**src/rtl/sd_mode_ctl.sv**
```systemverilog
// Scandoubler mode controller: measures the hsync period, classifies the source as 15/31 kHz,
// selects the scandoubler path, blanks video across mode changes and owns the scanline setting.
module sd_mode_ctl #(
   parameter int HS_THRESH    = 1536,
   parameter int STABLE_LINES = 8,
   parameter int BLANK_FRAMES = 2,
   parameter int TIMEOUT      = 4095
) (
   input  logic        clk_x2,
   input  logic        reset_n,
   input  logic        hs_in,
   input  logic        vs_in,
   input  logic [1:0]  force_mode,
   input  logic        sl_btn,
   output logic        sd_enable,
   output logic [1:0]  scanlines,
   output logic        blank,
   output logic        mode_valid,
   output logic [11:0] line_len
);

   // state   | meaning
   // NOSIG   | no hsync seen or signal lost; blanked, not valid
   // MEASURE | counting stable lines to commit the first class
   // SWITCH  | path changing; blanked until BLANK_FRAMES vsync edges
   // LOCKED  | video passes; watching for class or force changes
   typedef enum logic [1:0] {NOSIG, MEASURE, SWITCH, LOCKED} state_t;

   state_t      state;
   logic        hs_q, vs_q, sl_q;
   logic [11:0] pcnt;
   logic [7:0]  run_cnt;
   logic [7:0]  fcnt;
   logic        last_cls;
   logic        auto_cls;
   logic [1:0]  sl_reg;

   logic        hs_fall, vs_fall, sl_rise;
   logic [11:0] pcnt_inc;
   logic        cls;
   logic [7:0]  run_nxt;
   logic        run_full;
   logic        timeout;
   logic        commit;
   logic        retarget;
   logic        enter_sw;
   logic        tgt_new;
   logic        sd_nxt;
   logic [1:0]  sl_nxt;

   function automatic logic tgt_of(input logic [1:0] fm, input logic auto_c);
      case (fm)
         2'b01:   tgt_of = 1'b1;
         2'b10:   tgt_of = 1'b0;
         default: tgt_of = auto_c;
      endcase
   endfunction

   assign hs_fall  = hs_q & ~hs_in;
   assign vs_fall  = vs_q & ~vs_in;
   assign sl_rise  = ~sl_q & sl_btn;
   assign pcnt_inc = (pcnt == 12'hfff) ? pcnt : pcnt + 12'd1;
   assign cls      = ({20'd0, pcnt_inc} >= 32'(HS_THRESH));

   // run_cnt is 0 only after reset or loss, so the first line always starts a run of 1
   always_comb begin
      run_nxt = 8'd1;
      if (cls == last_cls && run_cnt != 8'd0)
         run_nxt = ({24'd0, run_cnt} >= 32'(STABLE_LINES)) ? run_cnt : run_cnt + 8'd1;
   end

   assign run_full = ({24'd0, run_nxt} >= 32'(STABLE_LINES));
   assign timeout  = (state != NOSIG) && ({20'd0, pcnt} >= 32'(TIMEOUT));
   assign commit   = hs_fall && run_full &&
                     (state == MEASURE || (state == LOCKED && cls != auto_cls));
   assign retarget = (state == LOCKED || state == SWITCH) &&
                     (tgt_of(force_mode, auto_cls) != sd_enable);
   assign enter_sw = !timeout && (commit || retarget);
   assign tgt_new  = tgt_of(force_mode, commit ? cls : auto_cls);
   assign sd_nxt   = enter_sw ? tgt_new : sd_enable;
   assign sl_nxt   = sl_rise ? sl_reg + 2'd1 : sl_reg;

   always_ff @(posedge clk_x2 or negedge reset_n) begin
      if (!reset_n) begin
         hs_q      <= 1'b1;
         vs_q      <= 1'b1;
         sl_q      <= 1'b0;
         pcnt      <= 12'd0;
         line_len  <= 12'd0;
         run_cnt   <= 8'd0;
         last_cls  <= 1'b0;
         sl_reg    <= 2'b00;
         scanlines <= 2'b00;
      end else begin
         hs_q      <= hs_in;
         vs_q      <= vs_in;
         sl_q      <= sl_btn;
         sl_reg    <= sl_nxt;
         scanlines <= sd_nxt ? sl_nxt : 2'b00;
         if (hs_fall) begin
            pcnt     <= 12'd0;
            line_len <= pcnt_inc;
            last_cls <= cls;
         end else begin
            pcnt <= pcnt_inc;
         end
         if (timeout)
            run_cnt <= 8'd0;
         else if (hs_fall)
            run_cnt <= run_nxt;
      end
   end

   always_ff @(posedge clk_x2 or negedge reset_n) begin
      if (!reset_n) begin
         state      <= NOSIG;
         sd_enable  <= 1'b0;
         fcnt       <= 8'd0;
         auto_cls   <= 1'b0;
         blank      <= 1'b1;
         mode_valid <= 1'b0;
      end else if (timeout) begin
         state      <= NOSIG;
         blank      <= 1'b1;
         mode_valid <= 1'b0;
      end else if (enter_sw) begin
         state      <= SWITCH;
         sd_enable  <= tgt_new;
         fcnt       <= 8'd0;
         blank      <= 1'b1;
         mode_valid <= 1'b0;
         if (commit)
            auto_cls <= cls;
      end else begin
         case (state)
            NOSIG: begin
               if (hs_fall)
                  state <= MEASURE;
            end
            SWITCH: begin
               if (vs_fall) begin
                  if (32'(fcnt) + 32'd1 >= 32'(BLANK_FRAMES)) begin
                     state      <= LOCKED;
                     blank      <= 1'b0;
                     mode_valid <= 1'b1;
                  end else begin
                     fcnt <= fcnt + 8'd1;
                  end
               end
            end
            default: ;
         endcase
      end
   end

endmodule

```
**config.mk**
```make
export PLATFORM = sky130hd
export DESIGN_NAME = sd_mode_ctl
export DESIGN_NICKNAME = d
export VERILOG_FILES = /design/src/rtl/sd_mode_ctl.sv
export SDC_FILE = /design/constraint.sdc
export NUM_CORES = 1
export LEC_CHECK = 0
export BUFFER_PORTS_ARGS = -buffer_cell sky130_fd_sc_hd__buf_2
export CORE_UTILIZATION = 50
export CTS_CLUSTER_DIAMETER = 120
export DETAILED_ROUTE_END_ITERATION = 7
export PLACE_DENSITY_LB_ADDON = 0.08
export RECOVER_POWER = 100
export SETUP_SLACK_MARGIN = 0.1
export SLEW_MARGIN = 20
export SYNTH_ARGS = -nofsm -noshare
export SYNTH_HDL_FRONTEND = slang
export SYNTH_SLANG_ARGS = --single-unit
```
**constraint.sdc**
```tcl
create_clock -name clk_x2 -period 2.6 [get_ports clk_x2]
set_input_delay 0.52 -clock clk_x2 [delete_from_list [all_inputs] [get_ports clk_x2]]
set_output_delay 0.52 -clock clk_x2 [all_outputs]
set_load 0.02 [all_outputs]
```
After elaboration in Yosys (flattened, before gate mapping)
Index checks and enable logic that the tools add are counted.
- add/sub/neg operators: 5
- multipliers: 0
- divide/modulo/power cells: 0
- $lt $le $gt $ge: 5
- equality and inequality tests: 13
- shifts and indexed selects: 0
- muxes and demuxes: 32
- bitwise operators: 7
- reduce and logical (&&, ||, !) cells: 25
- operator list (cell ; count):
    8-bit two-way mux ; 8
    12-bit two-way mux ; 2
    8-bit by 1-bit adder with 8-bit output (second input constant) ; 2
    8-bit by 4-bit greater-or-equal comparator with 1-bit output (second input constant) ; 2
    2-bit two-way mux ; 7
    12-bit by 1-bit adder with 12-bit output (second input constant) ; 1
    12-bit equality test (second input constant) ; 1
    12-bit by 11-bit greater-or-equal comparator with 1-bit output (second input constant) ; 1
    12-bit greater-or-equal comparator (second input constant) ; 1
    1-bit two-way mux ; 12
    8-bit by 1-bit adder with 9-bit output (second input constant) ; 1
    9-bit by 2-bit greater-or-equal comparator with 1-bit output (second input constant) ; 1
    3-bit nonzero test ; 3
    4-bit != test (second input constant) ; 2
    4-bit AND reduction ; 2
    2-bit nonzero test ; 4
    8-bit nonzero test ; 1
    1-bit logical AND ; 7
    2-bit equality test (second input constant) ; 3
    2-bit by 1-bit equality test with 1-bit output (second input constant) ; 2
    4-bit by 3-bit != test with 1-bit output (second input constant) ; 1
    1-bit inverter ; 4
    1-bit case mux with 2 select lines ; 2
    2-bit case mux with 2 select lines ; 1
    other kinds (11) ; 16
- bits in registers: 54
- latch bits: 0
- memory bits (writable): 0
- memory bits (read-only): 0
- bits of input ports: 7
- output and inout port bits: 17
- word-level logic and storage cells: 102
- memories kept: 0

Logic depth before layout (Yosys ltp)
Gate-level depths: netlist of the first run.
- depth in word-level cells: 13
- gate-level depth with buffers: 8
- gate-level depth less buffers: 8

Worst setup path before layout of the first run
Ideal clock, no wire load.
- path kind: flip-flop to flip-flop
- start point: reg pcnt[0]
- end point: reg auto_cls
- setup time: 120 ps
- arrival: 2105 ps
- required time: 2480 ps
- setup slack: 375 ps
- stages on the path, launching flop included: 9
- path buffers: 1
- period minus slack after synthesis: 2225 ps
- path through: dfrtp_1 ha_1 nand3_1 nor4_1 buf_4 o21ai_1 nand3_1 nand2_1 a31o_1
- longest elaborated chain between the ends: 12
- elaborated cells on any way between the ends: 21
- classes of those cells: 1 x add/sub; 3 x order compare; 3 x eq/ne; 3 x mux; 1 x bitwise; 10 x reduce/logical
- ends and longest elaborated chain (element ; RTL line ; source):
    start: declaration ; 31 ; logic [11:0] pcnt;
    start signal: assignment ; 105 ; pcnt <= pcnt_inc;
    12-bit by 1-bit adder with 12-bit output or 12-bit equality test (tied branches) ; 62 ; assign pcnt_inc = (pcnt == 12'hfff) ? pcnt : pcnt + 12'd1;
    12-bit two-way mux ; 62 ;
    12-bit by 11-bit greater-or-equal comparator with 1-bit output ; 63 ; assign cls = ({20'd0, pcnt_inc} >= 32'(HS_THRESH));
    1-bit equality test ; 68 ; if (cls == last_cls && run_cnt != 8'd0)
    1-bit logical AND ; 68 ;
    8-bit two-way mux ; 68 ;
    8-bit by 4-bit greater-or-equal comparator with 1-bit output ; 72 ; assign run_full = ({24'd0, run_nxt} >= 32'(STABLE_LINES));
    1-bit logical AND (2 in a row) ; 74 ; assign commit = hs_fall && run_full &&
    1-bit logical OR ; 78 ; assign enter_sw = !timeout && (commit || retarget);
    1-bit logical AND ; 78 ;
    2-bit AND reduction (no source line) ; - ;
    end signal: assignment ; 133 ; auto_cls <= cls;
    end: declaration ; 35 ; logic auto_cls;
Several ways; a longest one is shown, not always the timed one.
A chain may end at the register's enable or synchronous reset.

Worst setup path in the final report of the first run
- start point: reg pcnt[0]
- end point: reg fcnt[1]
- longest elaborated chain between the ends: 13
- elaborated cells on any way between the ends: 24
- classes of those cells: 1 x add/sub; 3 x order compare; 4 x eq/ne; 3 x mux; 1 x bitwise; 12 x reduce/logical
- ends and longest elaborated chain (element ; RTL line ; source):
    12-bit by 1-bit adder with 12-bit output or 12-bit equality test (tied branches) ; 62 ;
    12-bit two-way mux ; 62 ;
    12-bit by 11-bit greater-or-equal comparator with 1-bit output ; 63 ;
    1-bit equality test ; 68 ;
    1-bit logical AND ; 68 ;
    8-bit two-way mux ; 68 ;
    8-bit by 4-bit greater-or-equal comparator with 1-bit output ; 72 ;
    1-bit logical AND (2 in a row) ; 74 ;
    1-bit logical OR ; 78 ;
    1-bit logical AND ; 78 ;
    2-bit != test (no source line) or 2-bit nonzero test (tied branches) ; - ;
    4-bit AND reduction (no source line) ; - ;
    end signal: assignment ; 147 ; fcnt <= fcnt + 8'd1;
    end: declaration ; 33 ; logic [7:0] fcnt;
Several ways; a longest one is shown, not always the timed one.

==> results of run 1 <==
-- cell usage in the layout, fill, tap and decap left out, types with 7 or more instances in the layout --
cell      synthesis  routed
clkbuf_1          5      23
nand2_1          32      32
nor2_1           27      27
a21oi_1           8       8
dfrtp_1          51      51
xnor2_1           8       8
inv_1             7       7
o21ai_0          18      19
nand3_1           9       8
-- synth_stat cells (2+ instances only) --
| library cell | number | share of area, % |
|---|---|---|
| o21ai_2 | 2 | 0.67 |
| nand4_1 | 2 | 0.48 |
| nor3_1 | 6 | 1.1 |
| nand3b_1 | 4 | 1.1 |
| xor2_1 | 2 | 0.67 |
| o21a_1 | 2 | 0.57 |
| inv_1 | 7 | 1.0 |
| buf_4 | 3 | 0.86 |
| a31oi_1 | 2 | 0.48 |
| ha_1 | 6 | 2.9 |
| clkbuf_1 | 5 | 0.71 |
| and2_1 | 5 | 1.2 |
| and3_2 | 5 | 1.4 |
| xnor2_1 | 8 | 2.7 |
| o21ai_1 | 2 | 0.38 |
| mux2i_1 | 2 | 0.76 |
| a21oi_1 | 8 | 1.5 |
| nand2_1 | 32 | 4.6 |
| nand2b_1 | 3 | 0.71 |
| dfstp_2 | 3 | 3.0 |
| and3b_1 | 2 | 0.67 |
| o31ai_1 | 2 | 0.57 |
| dfrtp_1 | 51 | 48 |
| or3_1 | 2 | 0.48 |
| o211ai_1 | 2 | 0.57 |
| o21ai_0 | 18 | 3.4 |
| nor2_1 | 27 | 3.8 |
| nor2b_1 | 6 | 1.4 |
| nand3_1 | 9 | 1.7 |
| and3_1 | 3 | 0.71 |
-- cells by family (layout without fill, tap and decap cells) --
kind of cell | Yosys count | in the layout | share of synthesized area, %
flip-flops | 54 | 54 | 51.5
adder cells (fa/ha/maj) | 6 | 6 | 2.85
AND/OR/NAND/NOR | 115 | 115 | 22.5
buffers and inverters | 16 | 44 | 2.99
multiplexers | 2 | 2 | 0.760
AO/OA/AOI/OAI | 53 | 53 | 16.1
XOR/XNOR | 10 | 10 | 3.33
-- area by class of cell --
type	instances	share of cell area, %
clock buffer	7	2.94
clock inverter	1	1.02
inverter	7	0.896
multi-input combinational	186	41.6
sequential	54	46.2
tap	70	2.99
timing repair buffer	29	4.35
-- timing repair --
item / in CTS / in global routing
endpoints found under the setup margin: 1 / 20
hold buffers: 0 / 0
pin swaps: 0 / 1
gates resized for setup: 1 / 3
-- power breakdown --
group / internal (uW) / switching, uW / total (uW)
registers: 1000 / 169 / 1170
clock network: 314 / 262 / 576
logic: 262 / 379 / 640
total: 1580 / 810 / 2390
-- per-stage QoR --
| stage | cells | worst slack [ns] | total power, uW | utilization [%] | hold slack, ns |
|---|---|---|---|---|---|
| after floorplan | 256 | 0.375 | 1670 | - | 0.224 |
| after global placement | 346 | 0.216 | 1840 | 56.1 | 0.458 |
| after detailed placement | 346 | 0.0940 | 1850 | 56.1 | 0.461 |
| after CTS | 354 | 0.113 | 2430 | 58.5 | 0.263 |
| after global routing | 354 | 0.0488 | 2560 | 57.8 | 0.291 |
| final | 354 | 0.220 | 2390 | 57.8 | 0.306 |
-- worst max-delay path by stage --
stage	from	endpoint	slack, ns	cells after the start
2_1_floorplan	pcnt[0]	auto_cls	0.37	8
3_3_place_gp	pcnt[0]	auto_cls	0.22	8
3_5_place_dp	pcnt[0]	auto_cls	0.09	8
4_1_cts	pcnt[0]	auto_cls	0.11	8
5_1_grt	pcnt[1]	fcnt[2]	0.05	8
6_report	pcnt[0]	fcnt[1]	0.22	8
-- critical path, delay by kind of cell, from the launching register on --
kind / cells / cell delay, ns
compound gates: 4 / 1.03
simple gates: 3 / 0.51
flops: 1 / 0.45
fa+ha+maj: 1 / 0.28
-- layer usage --
metal	wire, um	vias up
li1	-	948
met5	0	-
met2	2210	22
met4	52	0
met3	103	4
met1	2290	893
==> results.txt, run 1 <==
RSZ-0062 raised after global routing - no
critical path data arrival time - 2.56 ns
Fmax achieved - 0.420 GHz
gp weighted congestion - 0.816
1st-iter DRT viols - 76
worst rel slew slack - -2.71%
RR Startpoint - pcnt[0]
fill cell total of the finished layout - 467
largest registers - line_len (12), pcnt (12)
overall routing resource usage - 19.0%
number of synthesized flops with an enable pin - 0
Tmin final - 2.38 ns
Post-DP Area - 2850 sq um
hold path startpoint - vs_in
Inserted Diodes - 0
register area share after synthesis - 51.5%
CP peak stage delay - 0.45 ns
Synth Net Count - 269
failing checks - max-capacitance violations, max-slew violations
die height - 74.6 um
global route hottest layer - met2
met3 GRT Util - 4.07%
fraction of layout cells with a size suffix above 1 - 12.3%
# Post-CTS Setup Buffers - 0
residual DRC count - 0
M1 GR Usage - 24.1%
Port Buf Inserts - 23
vias per cell - 5.27
CTS tree - built
post-route cell area - 2930 sq um
Worst R2R End - fcnt[1]
Power Dens Cells - 815 nW/um^2
Setup TNS - 0 ns
aggregate global routing overflow - 0
initial core utilization - 51.9%
Critical-path top delay cell - dfrtp_1
CTS Buf Count - 5
hpwl dp - 3400 um
clock skew - 0.00952 ns
Multi-input gate area - 1220 sq um
CP Launch Type - flip-flop
initial antenna violation count - 0
WL/cell - 13.1 um
DR pass1 iterations - 4
crit-path cells - ha_1, nand3_4, nor3_4, a221oi_1, a2111oi_4, nor2_1, o21ai_2, o31ai_1
count of different cell masters after synthesis - 55
via count - 1867
maximum capacitance violations - 1
final hold violation count - 0
vias in the first global route - 1798
# IOs - 24
largest net degree at the start of global routing - 30
Worst Path Required - 2.78 ns
Max VDD drop - 0.000530 V
WHS Path Cells - 1
worst skew pair latency - 0.30 ns
status - complete, but fails checks
Syn Std Cell Area - 2630 sq um
row count - 26
max-slew violations - 30
Sequential Area - 1360 sq um
Leak - 0.00129 uW
reg2reg path depth - 8
Yosys reg bits - 54
Worst Hold End - vs_q
Final Cycle Share - 91.6%
die area - 5560 sq um
H-Tree Depth - 2
Mean Syn Cell Area - 10.3 sq um
post-route ant nets - 0
first-pass GRT wire length - 7950 um
GR Util met2 - 32.1%
core area - 5070 sq um
WS Path Type - flip-flop to flip-flop
CP Capture Type - flip-flop
dominant synthesized flop cell - dfrtp_1
CTS Sinks - 54
largest fanout on the critical path - 8
Post-Route WL - 4650 um
YS warnings - 0
synthesized instance count - 256
Async SR Flop Fraction - 100%
Total Nets Final - 296
Clk pin slew, worst setup/hold paths - 0.09 ns
root buffer cell - clkbuf_8
Worst-Margin Slew - 1.54 ns
P&R area growth vs syn - 11.4%
Hold WC Path Type - input pin to flip-flop
worst-case clock buffer depth - 2
endpoints failing setup - 0
Die Width - 74.6 um
Reg2Reg Setup Slack - 0.22 ns
No activity file was read; power rests on OpenSTA's default activity.
==> run 2, diff against run 1 <==
--- a/config.mk
+++ b/config.mk
@@ -5,6 +5,7 @@
 export SDC_FILE = /design/constraint.sdc
 export NUM_CORES = 1
 export LEC_CHECK = 0
+export ABC_AREA = 1
 export BUFFER_PORTS_ARGS = -buffer_cell sky130_fd_sc_hd__buf_2
 export CORE_UTILIZATION = 50
 export CTS_CLUSTER_DIAMETER = 120
==> results.txt, run 2 <==
Fmax achieved - 0.428 GHz (was 0.420 GHz)
largest registers - line_len (12), pcnt (12) (unchanged)
Tmin final - 2.34 ns (was 2.38 ns)
YS warnings - 0 (unchanged)
Syn Std Cell Area - 2690 sq um (was 2630 sq um)
residual DRC count - 0 (unchanged)
most common cell after layout, fill and taps aside - nand2_1 (was dfrtp_1)
vias per cell - 4.91 (was 5.27)
DR pass1 iterations - 4 (unchanged)
worst-case clock buffer depth - 2 (unchanged)
number of synthesized flops with an enable pin - 0 (unchanged)
max-slew violations - 0 (was 30)
delay-heaviest family, CP - simple AND/OR/NAND/NOR gates (was compound AO/OA/AOI/OAI gates)
core area - 5140 sq um (was 5070 sq um)
endpoints failing setup - 0 (unchanged)
gp weighted congestion - 0.855 (was 0.816)
hpwl dp - 3720 um (was 3400 um)
Worst-Margin Slew - 1.38 ns (was 1.54 ns)
Port Buf Inserts - 23 (unchanged)
Power Total - 2290 uW (was 2390 uW)
# IOs - 24 (unchanged)
Die Width - 75.4 um (was 74.6 um)
first-pass GRT wire length - 8650 um (was 7950 um)
via count - 2057 (was 1867)
post-cts gate resize count - 0 (was 1)
1st-iter DRT viols - 123 (was 76)
Mean Syn Cell Area - 8.44 sq um (was 10.3 sq um)
most frequent cells in the layout - 74 x nand2_1, 51 x dfrtp_1, 41 x nor2_1, 38 x inv_1, 24 x clkbuf_1 (was 51 x dfrtp_1, 32 x nand2_1, 27 x nor2_1, 23 x clkbuf_1, 19 x o21ai_0)
dominant synthesized flop cell - dfrtp_1 (unchanged)
Synth Net Count - 332 (was 269)
post-route ant nets - 0 (unchanged)
CTS tree - built (unchanged)
CP Capture Type - flip-flop (unchanged)
final core occ - 57.4% (was 57.8%)
CP peak stage delay - 0.42 ns (was 0.45 ns)
Power Dens Cells - 774 nW/um^2 (was 815 nW/um^2)
Async SR Flop Fraction - 100% (unchanged)
Setup TNS - 0 ns (unchanged)
fraction of layout cells with a size suffix above 1 - 11.2% (was 12.3%)
final hold violation count - 0 (unchanged)
worst skew pair latency - 0.30 ns (about the same)
most common cell in the netlist - nand2_1 (was dfrtp_1)
clock skew - 0.00679 ns (was 0.00952 ns)
die area - 5680 sq um (was 5560 sq um)
WP buf/inv - 1 (was 0)
Leak - 0.00147 uW (was 0.00129 uW)
CTS Sinks - 54 (unchanged)
Critical-path top delay cell - dfrtp_1 (unchanged)
largest fanout on the critical path - 11 (was 8)
count of different cell masters after synthesis - 34 (was 55)
Final Cycle Share - 89.8% (was 91.6%)
synthesized instance count - 319 (was 256)
top cell type by total area after synthesis - dfrtp_1 (unchanged)
Hold WC Path Type - input pin to flip-flop (unchanged)
crit-path cells - ha_1, nand3_2, nor3_4, nand2_4, nand2_2, nand2_2, nand3_2, nand2_2, nor2_4, nand3_2, a21oi_2, buf_4, nand2_2, o21ai_2 (was ha_1, nand3_4, nor3_4, a221oi_1, a2111oi_4, nor2_1, o21ai_2, o31ai_1)
critical path data arrival time - 2.57 ns (was 2.56 ns)
Worst Hold Slack - 0.313 ns (was 0.306 ns)
RSZ-0062 raised after global routing - no (unchanged)
die height - 75.4 um (was 74.6 um)
worst rel slew slack - 7.74% (was -2.71%)
CP Launch Type - flip-flop (unchanged)
largest net degree at the start of global routing - 31 (was 30)
aggregate global routing overflow - 0 (unchanged)
CTS hold repair buffers - 0 (unchanged)
Post-Route WL - 4940 um (was 4650 um)
CTS Buf Count - 5 (unchanged)
crit-path most repeated cell - nand2_2
Yosys reg bits - 54 (unchanged)
initial antenna violation count - 0 (unchanged)
P&R area growth vs syn - 9.62% (was 11.4%)
root buffer cell - clkbuf_8 (unchanged)
row count - 26 (unchanged)
vias in the first global route - 2010 (was 1798)
status - finished, final reports clean (was complete, but fails checks)
top post-synthesis cells by area - dfrtp_1 47%, nand2_1 10%, nor2_1 5.7% (was dfrtp_1 48%, nand2_1 4.6%, nor2_1 3.8%)
maximum capacitance violations - 0 (was 1)
Clk pin slew, worst setup/hold paths - 0.09 ns (about the same)
register area share after synthesis - 50.3% (was 51.5%)
Max VDD drop - 0.000453 V (was 0.000530 V)
synth cell count leaders - 74 x nand2_1, 51 x dfrtp_1, 41 x nor2_1 (was 51 x dfrtp_1, 32 x nand2_1, 27 x nor2_1)
WL/cell - 11.8 um (was 13.1 um)
Total Nets Final - 361 (was 296)
H-Tree Depth - 2 (unchanged)
Worst Path Required - 2.83 ns (was 2.78 ns)
Inserted Diodes - 0 (unchanged)
initial core utilization - 52.4% (was 51.9%)
overall routing resource usage - 20.2% (was 19.0%)
share of the synthesized area in the top cell type - 47.4% (was 48.5%)
# Post-CTS Setup Buffers - 0 (unchanged)
WS Path Type - flip-flop to flip-flop (unchanged)
-- run 2: changes by cell type after synthesis, moves of 5 or more --
cell     previous run  this run
nor2b_1             6         0
nand2_2             0        10
and3_2              5         0
nand3_1             9        17
and2_1              5         0
nand2_1            32        74
xor2_1              2        10
nor2_1             27        41
inv_1               7        39
-- run 2: logic make-up after synthesis --
group                      Yosys count  synth area share, %
AOI/OAI and AO/OA                   34                 7.16
xor gates and xnor gates            15                 4.88
adders and majority gates            6                 2.79
buffers and inverters               47                 7.11
DFF                                 54                 50.3
muxes                                1                0.372
and+or+nand+nor                    162                 27.4
-- run 2: through the flow --
| stage | worst slack [ns] | std cells | instance area, sq um |
|---|---|---|---|
| final | 0.265 | 419 | 2950 |
| after global routing | 0.0611 | 419 | 2950 |
| after CTS | 0.133 | 419 | 2990 |
| after detailed placement | 0.166 | 411 | 2910 |
| after global placement | 0.267 | 411 | 2910 |
| after floorplan | 0.559 | 319 | 2690 |
-- run 2: per-layer routing --
metal	track usage [%]	share of wire (%)	routed length (um)
met3	5.03	3.0	146
met1	27.3	50	2480
met4	4.73	1.2	61
met5	0	0	0
met2	33.1	46	2250
-- run 2: report_power, final --
part	internal (uW)	switching [uW]	total, uW
registers	1000	110	1110
clock network	192	252	444
logic	254	478	732
-- run 2: path summary, 6_finish.rpt --
path                              from           to  slack (ns)  cells after the start
min                              hs_in         hs_q        0.31                      1
min in group asynchronous      reset_n      pcnt[7]        0.51                      1
max                            pcnt[0]     auto_cls        0.26                     14
min reg2reg                line_len[3]  line_len[3]        0.49                      2
max reg2reg                    pcnt[0]     auto_cls        0.26                     14
max in group asynchronous      reset_n      fcnt[1]        0.69                      2
-- run 2: layout make-up --
cell class / instances / area, sq um
Clock buffer: 8 / 80.1
Fill cell: 521 / 2190
Inverter: 41 / 154
Multi-Input combinational cell: 218 / 1150
Sequential cell: 54 / 1360
Tap cell: 70 / 87.6
Timing Repair Buffer: 28 / 124
-- run 2: worst reg2reg max path, stage by stage, from the launching register on --
cell and delay (ns):
dfrtp_1 0.42, ha_1 0.29, nand3_2 0.15, nor3_4 0.21, nand2_4 0.16, nand2_2 0.13
nand2_2 0.08, nand3_2 0.08, nand2_2 0.07, nor2_4 0.12, nand3_2 0.10, a21oi_2 0.17
buf_4 0.19, nand2_2 0.06, o21ai_2 0.05
==> run 3, diff against run 2 <==
--- a/config.mk
+++ b/config.mk
@@ -10,7 +10,7 @@
 export CORE_UTILIZATION = 50
 export CTS_CLUSTER_DIAMETER = 120
 export DETAILED_ROUTE_END_ITERATION = 7
-export PLACE_DENSITY_LB_ADDON = 0.08
+export PLACE_DENSITY = 0.69
 export RECOVER_POWER = 100
 export SETUP_SLACK_MARGIN = 0.1
 export SLEW_MARGIN = 20
==> results.txt, run 3 (same netlist as run 2, synthesis figures left out) <==
status - finished, final reports clean (unchanged)
overall routing resource usage - 19.3% (was 20.2%)
# IOs - 24 (unchanged)
worst rel slew slack - 13.4% (was 7.74%)
Hold WC Path Type - input pin to flip-flop (unchanged)
P&R area growth vs syn - 10.3% (was 9.62%)
fill cell total of the finished layout - 501 (was 521)
largest fanout on the critical path - 11 (unchanged)
vias in the first global route - 1867 (was 2010)
CP Launch Type - flip-flop (unchanged)
Tmin final - 2.33 ns (was 2.34 ns)
CP Capture Type - flip-flop (unchanged)
Power Dens Cells - 779 nW/um^2 (was 774 nW/um^2)
Setup TNS - 0 ns (unchanged)
die height - 75.4 um (unchanged)
initial antenna violation count - 0 (unchanged)
WP buf/inv - 2 (was 1)
Critical-path top delay cell - dfrtp_1 (unchanged)
max-slew violations - 0 (unchanged)
post-route ant nets - 0 (unchanged)
Clk pin slew, worst setup/hold paths - 0.10 ns (was 0.09 ns)
Total Nets Final - 363 (was 361)
Reg2Reg Setup Slack - 0.27 ns (was 0.26 ns)
row count - 26 (unchanged)
gp weighted congestion - 0.873 (was 0.855)
RSZ-0062 raised after global routing - no (unchanged)
largest registers - line_len (12), pcnt (12) (unchanged)
worst skew pair latency - 0.30 ns (about the same)
CTS Sinks - 54 (unchanged)
Worst Path Required - 2.83 ns (about the same)
Inserted Diodes - 0 (unchanged)
maximum capacitance violations - 0 (unchanged)
CTS Buf Count - 5 (unchanged)
WHS Path Cells - 1 (unchanged)
endpoints failing setup - 0 (unchanged)
final hold violation count - 0 (unchanged)
Final Cycle Share - 89.8% (about the same)
largest net degree at the start of global routing - 55 (was 31)
Sequential Area - 1360 sq um (unchanged)
most common cell after layout, fill and taps aside - nand2_1 (unchanged)
die area - 5680 sq um (unchanged)
core area - 5140 sq um (unchanged)
Power Total - 2310 uW (was 2290 uW)
Max VDD drop - 0.000460 V (was 0.000453 V)
Port Buf Inserts - 23 (unchanged)
1st-iter DRT viols - 113 (was 123)
fraction of layout cells with a size suffix above 1 - 11.4% (was 11.2%)
delay-heaviest family, CP - simple AND/OR/NAND/NOR gates (unchanged)
H-Tree Depth - 2 (unchanged)
dpl ws - 0.195 ns (was 0.166 ns)
WL/cell - 11.7 um (was 11.8 um)
most frequent cells in the layout - 78 x nand2_1, 51 x dfrtp_1, 41 x nor2_1, 38 x inv_1, 22 x clkbuf_1 (was 74 x nand2_1, 51 x dfrtp_1, 41 x nor2_1, 38 x inv_1, 24 x clkbuf_1)
hpwl dp - 3640 um (was 3720 um)
initial core utilization - 52.4% (unchanged)
Fmax achieved - 0.428 GHz (about the same)
worst-case clock buffer depth - 2 (unchanged)
Leak - 0.00148 uW (was 0.00147 uW)
clock skew - 0.0158 ns (was 0.00679 ns)
CTS tree - built (unchanged)
crit-path cells - ha_2, nand3_2, nor3_4, nand2_4, clkinvlp_2, nor2_4, nand2_2, nand2_1, nand2_2, nor2_4, nand3_2, a21oi_2, buf_4, nand2_2, o21ai_2 (was ha_1, nand3_2, nor3_4, nand2_4, nand2_2, nand2_2, nand3_2, nand2_2, nor2_4, nand3_2, a21oi_2, buf_4, nand2_2, o21ai_2)
DR pass1 iterations - 4 (unchanged)
aggregate global routing overflow - 0 (unchanged)
Post-Route WL - 4920 um (was 4940 um)
residual DRC count - 0 (unchanged)
via count - 2051 (was 2057)
first-pass GRT wire length - 8200 um (was 8650 um)
Multi-input gate area - 1150 sq um (about the same)
CP peak stage delay - 0.44 ns (was 0.42 ns)
Die Width - 75.4 um (unchanged)
WS Path Type - flip-flop to flip-flop (unchanged)
reg2reg path depth - 15 (was 14)
number of cells on the critical path - 15 (was 14)
critical path data arrival time - 2.56 ns (was 2.57 ns)
vias per cell - 4.88 (was 4.91)
Worst-Margin Slew - 1.30 ns (was 1.38 ns)
crit-path most repeated cell - nand2_2 (unchanged)
post-route setup slack - 0.266 ns (was 0.265 ns)
root buffer cell - clkbuf_8 (unchanged)
-- run 3: cell types whose count changed in the layout (fill, tap and decap cells not counted), sizes merged --
cell / delta
inv: -1
buf: +2
clkinvlp: +1
clkbuf: -1
-- run 3: path summary, 6_finish.rpt --
path                              from          end
min in group asynchronous      reset_n  line_len[1]
setup reg to reg               pcnt[0]     auto_cls
hold reg to reg            line_len[6]  line_len[6]
max in group asynchronous      reset_n     state[1]
hold / removal                   hs_in         hs_q
setup / recovery               pcnt[0]     auto_cls
-- run 3: where the power goes --
group	leakage [uW]	switching, uW	total (uW)	internal, uW
clock network	0.0000443	250	461	212
logic	0.000716	474	738	264
registers	0.000715	113	1110	1000
total	0.00148	837	2310	1480
-- run 3: metrics by stage --
step	hold WS (ns)	cell area, sq um	utilization (%)	std cells
3_5_place_dp	0.465	2900	56.5	412
2_1_floorplan	0.224	2690	-	319
5_1_grt	0.310	2970	57.8	420
6_report	0.317	2970	57.8	420
3_3_place_gp	0.457	2900	56.5	412
4_1_cts	0.325	2990	58.2	419
-- run 3: layer usage --
| layer | part of all wire, % | GRT usage, % | vias up |
|---|---|---|---|
| met5 | 0 | 0 | - |
| met3 | 3.4 | 4.37 | 7 |
| met1 | 50 | 27.4 | 938 |
| met2 | 46 | 29.7 | 40 |
| met4 | 1.4 | 5.97 | 0 |
| li1 | - | - | 1066 |
-- run 3: worst reg2reg max path, stage by stage, from the launching register on --
cell        delay, ns
dfrtp_1          0.44
ha_2             0.25
nand3_2          0.12
nor3_4           0.06
nand2_4          0.14
clkinvlp_2       0.18
nor2_4           0.17
nand2_2          0.09
nand2_1          0.10
nand2_2          0.07
nor2_4           0.12
nand3_2          0.09
a21oi_2          0.19
buf_4            0.17
nand2_2          0.05
o21ai_2          0.04
-- run 3: final cells by class --
class / count / area share [%]
sequential: 54 / 45.6
multi-input combinational: 218 / 38.7
inverter: 41 / 5.23
timing repair buffer: 30 / 4.59
tap: 70 / 2.95
clock buffer: 7 / 2.91
-- run 3: timing repair --
action	in CTS	in global routing
buffers inserted	0	1
gates resized for setup	0	5
endpoints found under the setup margin	0	18
hold buffers	0	0
